<file path="src/rtl/exe_stage_pkg.sv">
// exe_stage_pkg: bus layouts, widths and ALU opcode indices shared by the execute stage.
package exe_stage_pkg;
    localparam int DS_TO_ES_BUS_WD     = 178;
    localparam int ES_TO_MS_BUS_WD     = 139;
    localparam int SPECIAL_REG_ADDR_WD = 2;
    localparam int ALU_ADD   = 0;
    localparam int ALU_SUB   = 1;
    localparam int ALU_SLT   = 2;
    localparam int ALU_SLTU  = 3;
    localparam int ALU_AND   = 4;
    localparam int ALU_NOR   = 5;
    localparam int ALU_OR    = 6;
    localparam int ALU_XOR   = 7;
    localparam int ALU_SLL   = 8;
    localparam int ALU_SRL   = 9;
    localparam int ALU_SRA   = 10;
    localparam int ALU_LUI   = 11;
    localparam int ALU_MULT  = 12;
    localparam int ALU_MULTU = 13;
    localparam int ALU_DIV   = 14;
    localparam int ALU_DIVU  = 15;

    typedef struct packed {
        logic        md_op;
        logic        mt_op;
        logic [31:0] special_value;
        logic        mf_op;
        logic [SPECIAL_REG_ADDR_WD-1:0] dest_special;
        logic        src2_zext;
        logic [15:0] alu_op;
        logic        load_op;
        logic        src1_sa;
        logic        src1_pc;
        logic        src2_sext;
        logic        src2_8;
        logic        gr_we;
        logic        mem_we;
        logic [4:0]  dest;
        logic [15:0] imm;
        logic [31:0] rs;
        logic [31:0] rt;
        logic [31:0] pc;
    } ds_bus_t;

    typedef struct packed {
        logic [31:0] hi;
        logic [31:0] lo;
        logic [SPECIAL_REG_ADDR_WD-1:0] dest_special;
        logic        mt_op;
        logic        md_op;
        logic        res_from_mem;
        logic        gr_we;
        logic [4:0]  dest;
        logic [31:0] result;
        logic [31:0] pc;
    } es_bus_t;

    // Shifts take the amount from src1 and the value from src2.
    function automatic logic [31:0] alu_calc(input logic [11:0] op, input logic [31:0] a, input logic [31:0] b);
        logic [31:0] d, sra_r;
        logic [32:0] du;
        logic slt;
        d     = a - b;
        du    = {1'b0, a} - {1'b0, b};
        slt   = (a[31] & ~b[31]) | (~(a[31] ^ b[31]) & d[31]);
        sra_r = $signed(b) >>> a[4:0];
        return ({32{op[0]}} & (a + b)) | ({32{op[1]}} & d) | {31'b0, op[2] & slt} | {31'b0, op[3] & du[32]}
             | ({32{op[4]}} & (a & b)) | ({32{op[5]}} & ~(a | b)) | ({32{op[6]}} & (a | b)) | ({32{op[7]}} & (a ^ b))
             | ({32{op[8]}} & (b << a[4:0])) | ({32{op[9]}} & (b >> a[4:0])) | ({32{op[10]}} & sra_r)
             | ({32{op[11]}} & {b[15:0], 16'b0});
    endfunction
endpackage

</file>
<file path="src/rtl/exe_stage_div_iter.sv">
// exe_stage_div_iter: iterative restoring divider (IDLE/BUSY/DONE), BITS quotient bits per cycle.
module exe_stage_div_iter #(
    parameter int BITS = 1
) (
    input  logic        clk,
    input  logic        rst,
    input  logic        start_i,
    input  logic        signed_i,
    input  logic        ack_i,
    input  logic [31:0] x_i,
    input  logic [31:0] y_i,
    output logic        busy_o,
    output logic        done_o,
    output logic [31:0] q_o,
    output logic [31:0] r_o
);
    localparam int N = 32 / BITS;
    localparam logic [5:0] LAST = 6'(N - 1);
    typedef enum logic [1:0] {IDLE, BUSY, DONE} state_t;
    state_t      state_q;
    logic [5:0]  cnt_q;
    logic [31:0] a_q, r_q, y_q, a_d, r_d;
    logic        neg_q_q, neg_r_q, ge;
    logic [32:0] sh, sub;
    always_comb begin
        a_d = a_q;
        r_d = r_q;
        sh  = '0;
        sub = '0;
        ge  = 1'b0;
        for (int i = 0; i < BITS; i++) begin
            sh  = {r_d, a_d[31]};
            sub = sh - {1'b0, y_q};
            ge  = sh >= {1'b0, y_q};
            a_d = {a_d[30:0], ge};
            r_d = ge ? sub[31:0] : sh[31:0];
        end
    end
    always_ff @(posedge clk or posedge rst) begin
        if (rst) begin
            state_q <= IDLE;
            cnt_q   <= '0;
            a_q     <= '0;
            r_q     <= '0;
            y_q     <= '0;
            neg_q_q <= 1'b0;
            neg_r_q <= 1'b0;
        end else begin
            case (state_q)
                IDLE: if (start_i) begin
                    state_q <= BUSY;
                    cnt_q   <= '0;
                    a_q     <= (signed_i & x_i[31]) ? -x_i : x_i;
                    y_q     <= (signed_i & y_i[31]) ? -y_i : y_i;
                    r_q     <= '0;
                    neg_q_q <= signed_i & (x_i[31] ^ y_i[31]);
                    neg_r_q <= signed_i & x_i[31];
                end
                BUSY: begin
                    a_q     <= a_d;
                    r_q     <= r_d;
                    cnt_q   <= cnt_q + 6'd1;
                    state_q <= (cnt_q == LAST) ? DONE : BUSY;
                end
                DONE: if (ack_i) state_q <= IDLE;
                default: state_q <= IDLE;
            endcase
        end
    end
    assign busy_o = state_q == BUSY;
    assign done_o = state_q == DONE;
    assign q_o    = neg_q_q ? -a_q : a_q;
    assign r_o    = neg_r_q ? -r_q : r_q;
endmodule

</file>
<file path="src/rtl/exe_stage.sv">
// exe_stage: MIPS execute stage (ALU, HI/LO, data-SRAM request, forwarding).
// ES_DIV_STALL_CNT_EN adds a saturating divide-stall cycle counter output.
module exe_stage import exe_stage_pkg::*; #(
    parameter int DIV_BITS_PER_CYC = 1
) (
    input  logic                       clk,
    input  logic                       reset,
    input  logic                       ms_allowin,
    output logic                       es_allowin,
    input  logic                       ds_to_es_valid,
    input  logic [DS_TO_ES_BUS_WD-1:0] ds_to_es_bus,
    output logic                       es_to_ms_valid,
    output logic [ES_TO_MS_BUS_WD-1:0] es_to_ms_bus,
    output logic                       data_sram_en,
    output logic [3:0]                 data_sram_wen,
    output logic [31:0]                data_sram_addr,
    output logic [31:0]                data_sram_wdata,
    output logic [4:0]                 es_real_dest,
    output logic [31:0]                exe_forward_data,
    output logic                       es_res_from_mem,
    output logic [31:0]                exe_forward_data_HI,
    output logic [31:0]                exe_forward_data_LO,
    output logic                       es_mt_op,
    output logic                       es_mult_multu_div_divu_op,
    output logic [1:0]                 es_dest_special
`ifdef ES_DIV_STALL_CNT_EN
    ,output logic [31:0]               es_div_stall_cnt
`endif
);
    ds_bus_t     b_q;
    logic        es_valid_q, es_ready_go, div_op, mul_op, div_busy, div_done;
    logic [31:0] src1, src2, alu_res, result, div_q, div_r, hi, lo;
    logic [63:0] mul;
    always_ff @(posedge clk or posedge reset) begin
        if (reset) begin
            es_valid_q <= 1'b0;
            b_q        <= '0;
        end else begin
            if (es_allowin) es_valid_q <= ds_to_es_valid;
            if (ds_to_es_valid & es_allowin) b_q <= ds_to_es_bus;
        end
    end
    assign div_op      = b_q.alu_op[ALU_DIV] | b_q.alu_op[ALU_DIVU];
    assign mul_op      = b_q.alu_op[ALU_MULT] | b_q.alu_op[ALU_MULTU];
    assign es_ready_go = !div_op | div_done;
    assign es_allowin  = !es_valid_q | (es_ready_go & ms_allowin);
    assign es_to_ms_valid = es_valid_q & es_ready_go;

    exe_stage_div_iter #(.BITS(DIV_BITS_PER_CYC)) u_div (
        .clk     (clk),
        .rst     (reset),
        .start_i (es_valid_q & div_op & !div_busy & !div_done),
        .signed_i(b_q.alu_op[ALU_DIV]),
        .ack_i   (es_to_ms_valid & ms_allowin),
        .x_i     (b_q.rs),
        .y_i     (b_q.rt),
        .busy_o  (div_busy),
        .done_o  (div_done),
        .q_o     (div_q),
        .r_o     (div_r)
    );

    assign src1    = b_q.src1_sa ? {27'b0, b_q.imm[10:6]} : b_q.src1_pc ? b_q.pc : b_q.rs;
    assign src2    = b_q.src2_8 ? 32'd8 : b_q.src2_sext ? {{16{b_q.imm[15]}}, b_q.imm}
                   : b_q.src2_zext ? {16'b0, b_q.imm} : b_q.rt;
    assign alu_res = alu_calc(b_q.alu_op[11:0], src1, src2);
    assign result  = b_q.mf_op ? b_q.special_value : alu_res;
    // Sign-extending to 64 bits makes the low 64 bits of the product correct for mult.
    assign mul = {{32{b_q.alu_op[ALU_MULT] & b_q.rs[31]}}, b_q.rs} * {{32{b_q.alu_op[ALU_MULT] & b_q.rt[31]}}, b_q.rt};
    assign hi  = mul_op ? mul[63:32] : div_op ? div_r : b_q.mt_op ? b_q.rs : 32'b0;
    assign lo  = mul_op ? mul[31:0]  : div_op ? div_q : b_q.mt_op ? b_q.rs : 32'b0;

    assign es_to_ms_bus = {hi, lo, b_q.dest_special, b_q.mt_op, b_q.md_op, b_q.load_op, b_q.gr_we,
                           b_q.dest, result, b_q.pc};
    assign data_sram_en    = es_valid_q & ms_allowin & (b_q.load_op | b_q.mem_we) & es_ready_go;
    assign data_sram_wen   = {4{data_sram_en & b_q.mem_we}};
    assign data_sram_addr  = alu_res;
    assign data_sram_wdata = b_q.rt;

    assign es_real_dest        = (es_valid_q & b_q.gr_we) ? b_q.dest : 5'd0;
    assign exe_forward_data    = result;
    assign es_res_from_mem     = es_valid_q & b_q.load_op;
    assign exe_forward_data_HI = hi;
    assign exe_forward_data_LO = lo;
    assign es_mt_op            = es_valid_q & b_q.mt_op;
    assign es_mult_multu_div_divu_op = es_valid_q & b_q.md_op;
    assign es_dest_special     = es_valid_q ? b_q.dest_special : 2'b0;

`ifdef ES_DIV_STALL_CNT_EN
    logic [31:0] stall_cnt_q;
    always_ff @(posedge clk or posedge reset) begin
        if (reset) stall_cnt_q <= '0;
        else if (es_valid_q & div_op & !es_ready_go & ~&stall_cnt_q) stall_cnt_q <= stall_cnt_q + 32'd1;
    end
    assign es_div_stall_cnt = stall_cnt_q;
`endif
endmodule

</file>
<file path="config.mk">
export PLATFORM = sky130hd
export DESIGN_NAME = exe_stage
export DESIGN_NICKNAME = d
export VERILOG_FILES = /design/src/rtl/exe_stage_pkg.sv /design/src/rtl/exe_stage_div_iter.sv /design/src/rtl/exe_stage.sv
export SDC_FILE = /design/constraint.sdc
export NUM_CORES = 2
export LEC_CHECK = 0
export ABC_CLOCK_PERIOD_IN_PS = 12850
export CAP_MARGIN = 5
export CORE_UTILIZATION = 42
export DETAILED_ROUTE_END_ITERATION = 10
export DONT_BUFFER_PORTS = 1
export GPL_TIMING_DRIVEN = 0
export HOLD_SLACK_MARGIN = 0.02
export SLEW_MARGIN = 25
export SYNTH_ARGS = -nofsm -noshare
export SYNTH_HDL_FRONTEND = slang
export SYNTH_SLANG_ARGS = --single-unit
</file>
<file path="constraint.sdc">
create_clock -name clk -period 12.85 [get_ports clk]
set_input_delay 1.9275 -clock clk [delete_from_list [all_inputs] [get_ports clk]]
set_output_delay 1.9275 -clock clk [all_outputs]
set_load 0.05 [all_outputs]
</file>
==> results.md <==
* Hold path start: b_q[145]
* ANT nets after route at 0
* Drt pass-1 iters at 7
* GP Congestion at 1.08
* Largest stage delay, worst path at a little over 0.7 ns
* Post-synth EDFFs at 0
* CP max-delay cell: clkbuf_1
* Failing checks: setup timing
* Worst Path Arrival at 10.99 ns
* Worst Tran Pin Value at between 1 and 1.5 ns
* Syn Nets at 9273
* Critical Path Source Type: flop
* Vias per Instance at slightly above 6
* Clock Latency Late Sink at between 0.5 and 0.6 ns
* Row cnt at 144
* Setup ws final at -0.0644 ns
* Clock slew seen by the registers of the worst setup and hold paths at around 0.070 ns
* Minimum clock period at between 10 and 15 ns
* Most common cell after layout, fill and taps aside: inv_1
* H-tree depth at 2
* Routed wire length at 355000 um
* Core area at ~0.15 mm^2
* Dpl hpwl at 299000 um
* Hold WS at slightly above 0.5 ns
* Area grow syn2layout at 10.1%
* Syn_area_per_cell at just under 9 um^2
* Root buf cell: clkbuf_16
* CP dominant cell by count: fa_1
* Slew Limit Fails at 0
* Initial DRC count at approximately 7300
* Max_slew headroom at between 15 and 20%
* Synthesized cell area at 0.0658 mm^2
* Post-synthesis sequential area ratio at 10.8%
* Starting Density at a little over two fifths
* TritonCTS clock tree: done
* Worst hold endpoint: b_q[145]
* Cts hold-fix bufs at 0
* Yosys warns at 0
* Io pins at around 500
* GRT Total Usage at 44.6%
* Worst Path Required at 10.92 ns
* Via Count at between 50000 and 60000
* HP Class: reg2reg
* Vias in the first global route at between 50000 and 60000
* First-pass GRT wire length at about 480000 um
* Final Hold Violating Endpoints at 0
* Critical path fanouts, max at 10
* CTS Sinks at 285
* Hold depth at 1
* Most used DFF post-synth: dfrtp_1
* Final #Nets at about 9400
* DRC Markers at 0
* Pre-CTS setup slack at -0.592 ns
* FF-to-FF path depth at 9
* #FFs+latches synth at 285
* Synth async-reset ratio at 100%
* Status: finished, violations left
* Antenna violations before repair at just under 60
* Crit share post-route at 101%
* FMAX at between 70 and 80 MHz
* Cell variety after synth at between 80 and 90
* Fill count at around 15000
* DIE WIDTH at roughly 400 um
* Die span in y at between 300 and 400 um
* Layout Skew at 0.0238 ns
* Setup CP Type: reg2out
* # setup viols final at 1
* Clock Tree Buf Depth at 3
* Share of cells above drive strength 1 at 11.7%
* Die area at ~0.16 mm^2
* RSZ-0062 raised after global routing: true
* Cells after Synth at about 7600
* Reg2reg start: b_q[138]
* RR Endpoint: b_q[82]
* Number of port buffers at 0
* Commonest non-fill, non-tap cells in the layout: inv_1 (1260), fa_1 (1127), nand2_1 (996), and2_1 (365), ha_1 (352)
* DR WL/cell at ~36 um
* Num CTS Buffers at 35
* Largest net degree at the start of global routing at just under 80
* Fin util at 46.8%
* Global route total overflow at 0
* CP Capture Type: primary output
* # Max-Cap Violations at 0
* Reg2reg setup slack at roughly 8.4 ns
[worst max-delay path: cells and delay by family (launching register included)]
kind,cells,cell delay (ns)
AOI/OAI and AO/OA,5,1.94
DFF,1,0.61
buffers and inverters,9,2.21
adders and majority gates,9,4.51
and+or+nand+nor,5,1.10
[stage by stage]
step / instance area, um^2 / instances / TNS, ns
final: 72400 / 9896 / -0.0644
after detailed placement: 70900 / 9785 / -1.21
after global placement: 68300 / 9654 / -377.72
after floorplan: 65800 / 7610 / 0
after CTS: 72100 / 9842 / 0
after global routing: 72300 / 9854 / -0.0301
[final cells by class]
cell class,instances,area (um^2),area share [%]
Clock buffer,45,995,1.37
Sequential cell,285,7140,9.87
Multi-Input combinational cell,5383,51300,70.9
Timing Repair Buffer,135,1910,2.64
Clock inverter,18,164,0.226
Inverter,1271,4790,6.61
Antenna cell,51,128,0.176
Tap cell,2044,2560,3.53
Buffer,664,3400,4.70
[per-layer routing]
layer  global-route usage [%]  routed length, um  vias up
met1                     59.2             142000    31000
met2                     62.9             145000     3848
li1                         -                  -    24300
met5                        0                161        -
met4                     24.3              23000       20
met3                     15.9              44400      770
[worst max path at each step]
stage	from	endpoint	slack (ns)	depth (start not counted)
2_1_floorplan	b_q[95]	exe_forward_data_HI[27]	1.70	31
4_1_cts	b_q[71]	exe_forward_data_HI[12]	0.03	30
3_5_place_dp	data_sram_wdata[3]	exe_forward_data_HI[26]	-0.59	25
3_3_place_gp	data_sram_wdata[16]	exe_forward_data_HI[28]	-3.12	27
6_report	data_sram_wdata[31]	exe_forward_data_HI[28]	-0.06	28
5_1_grt	b_q[81]	exe_forward_data_HI[12]	-0.03	30
[Yosys cell counts (all sizes together) (93+ instances only)]
master,count,share of area (%)
inv,1265,7.2
fa,1129,34
nand2,996,5.7
clkbuf,369,2.1
and2,366,3.5
a21oi,352,2.7
ha,352,6.7
nor2,343,2.0
buf,302,2.8
o21ai,287,2.2
dfrtp,285,11
mux2,224,3.8
mux2i,183,2.8
xnor2,134,1.8
xor2,93,1.2
[sequential cells by signal (all words and copies together) (netlist names)]
name and flops:
u_div.y_q 32, es_valid_q 1, u_div.r_q 32, u_div.neg_r_q 1, es_to_ms_bus 43, u_div.state_q 2, u_div.a_q 32, u_div.neg_q_q 1
b_q 103, u_div.cnt_q 6, data_sram_wdata 32
[logic make-up after synthesis]
| family | share of synthesized area, % |
|---|---|
| simple gates | 14.6 |
| compound gates | 11.6 |
| mux | 6.72 |
| xor+xnor | 3.02 |
| flops | 10.8 |
| buf+inv | 12.2 |
| fa+ha+maj | 41.1 |
[timing repair]
action                                  CTS  global route
setup buffers                             0             3
pin swaps                                 0             2
endpoints found under the setup margin   31            26
resized for setup                        38            36
Power is left out: the tool's default activity adds up to more than one toggle a clock period on the data nets, which glitch-free logic cannot reach.
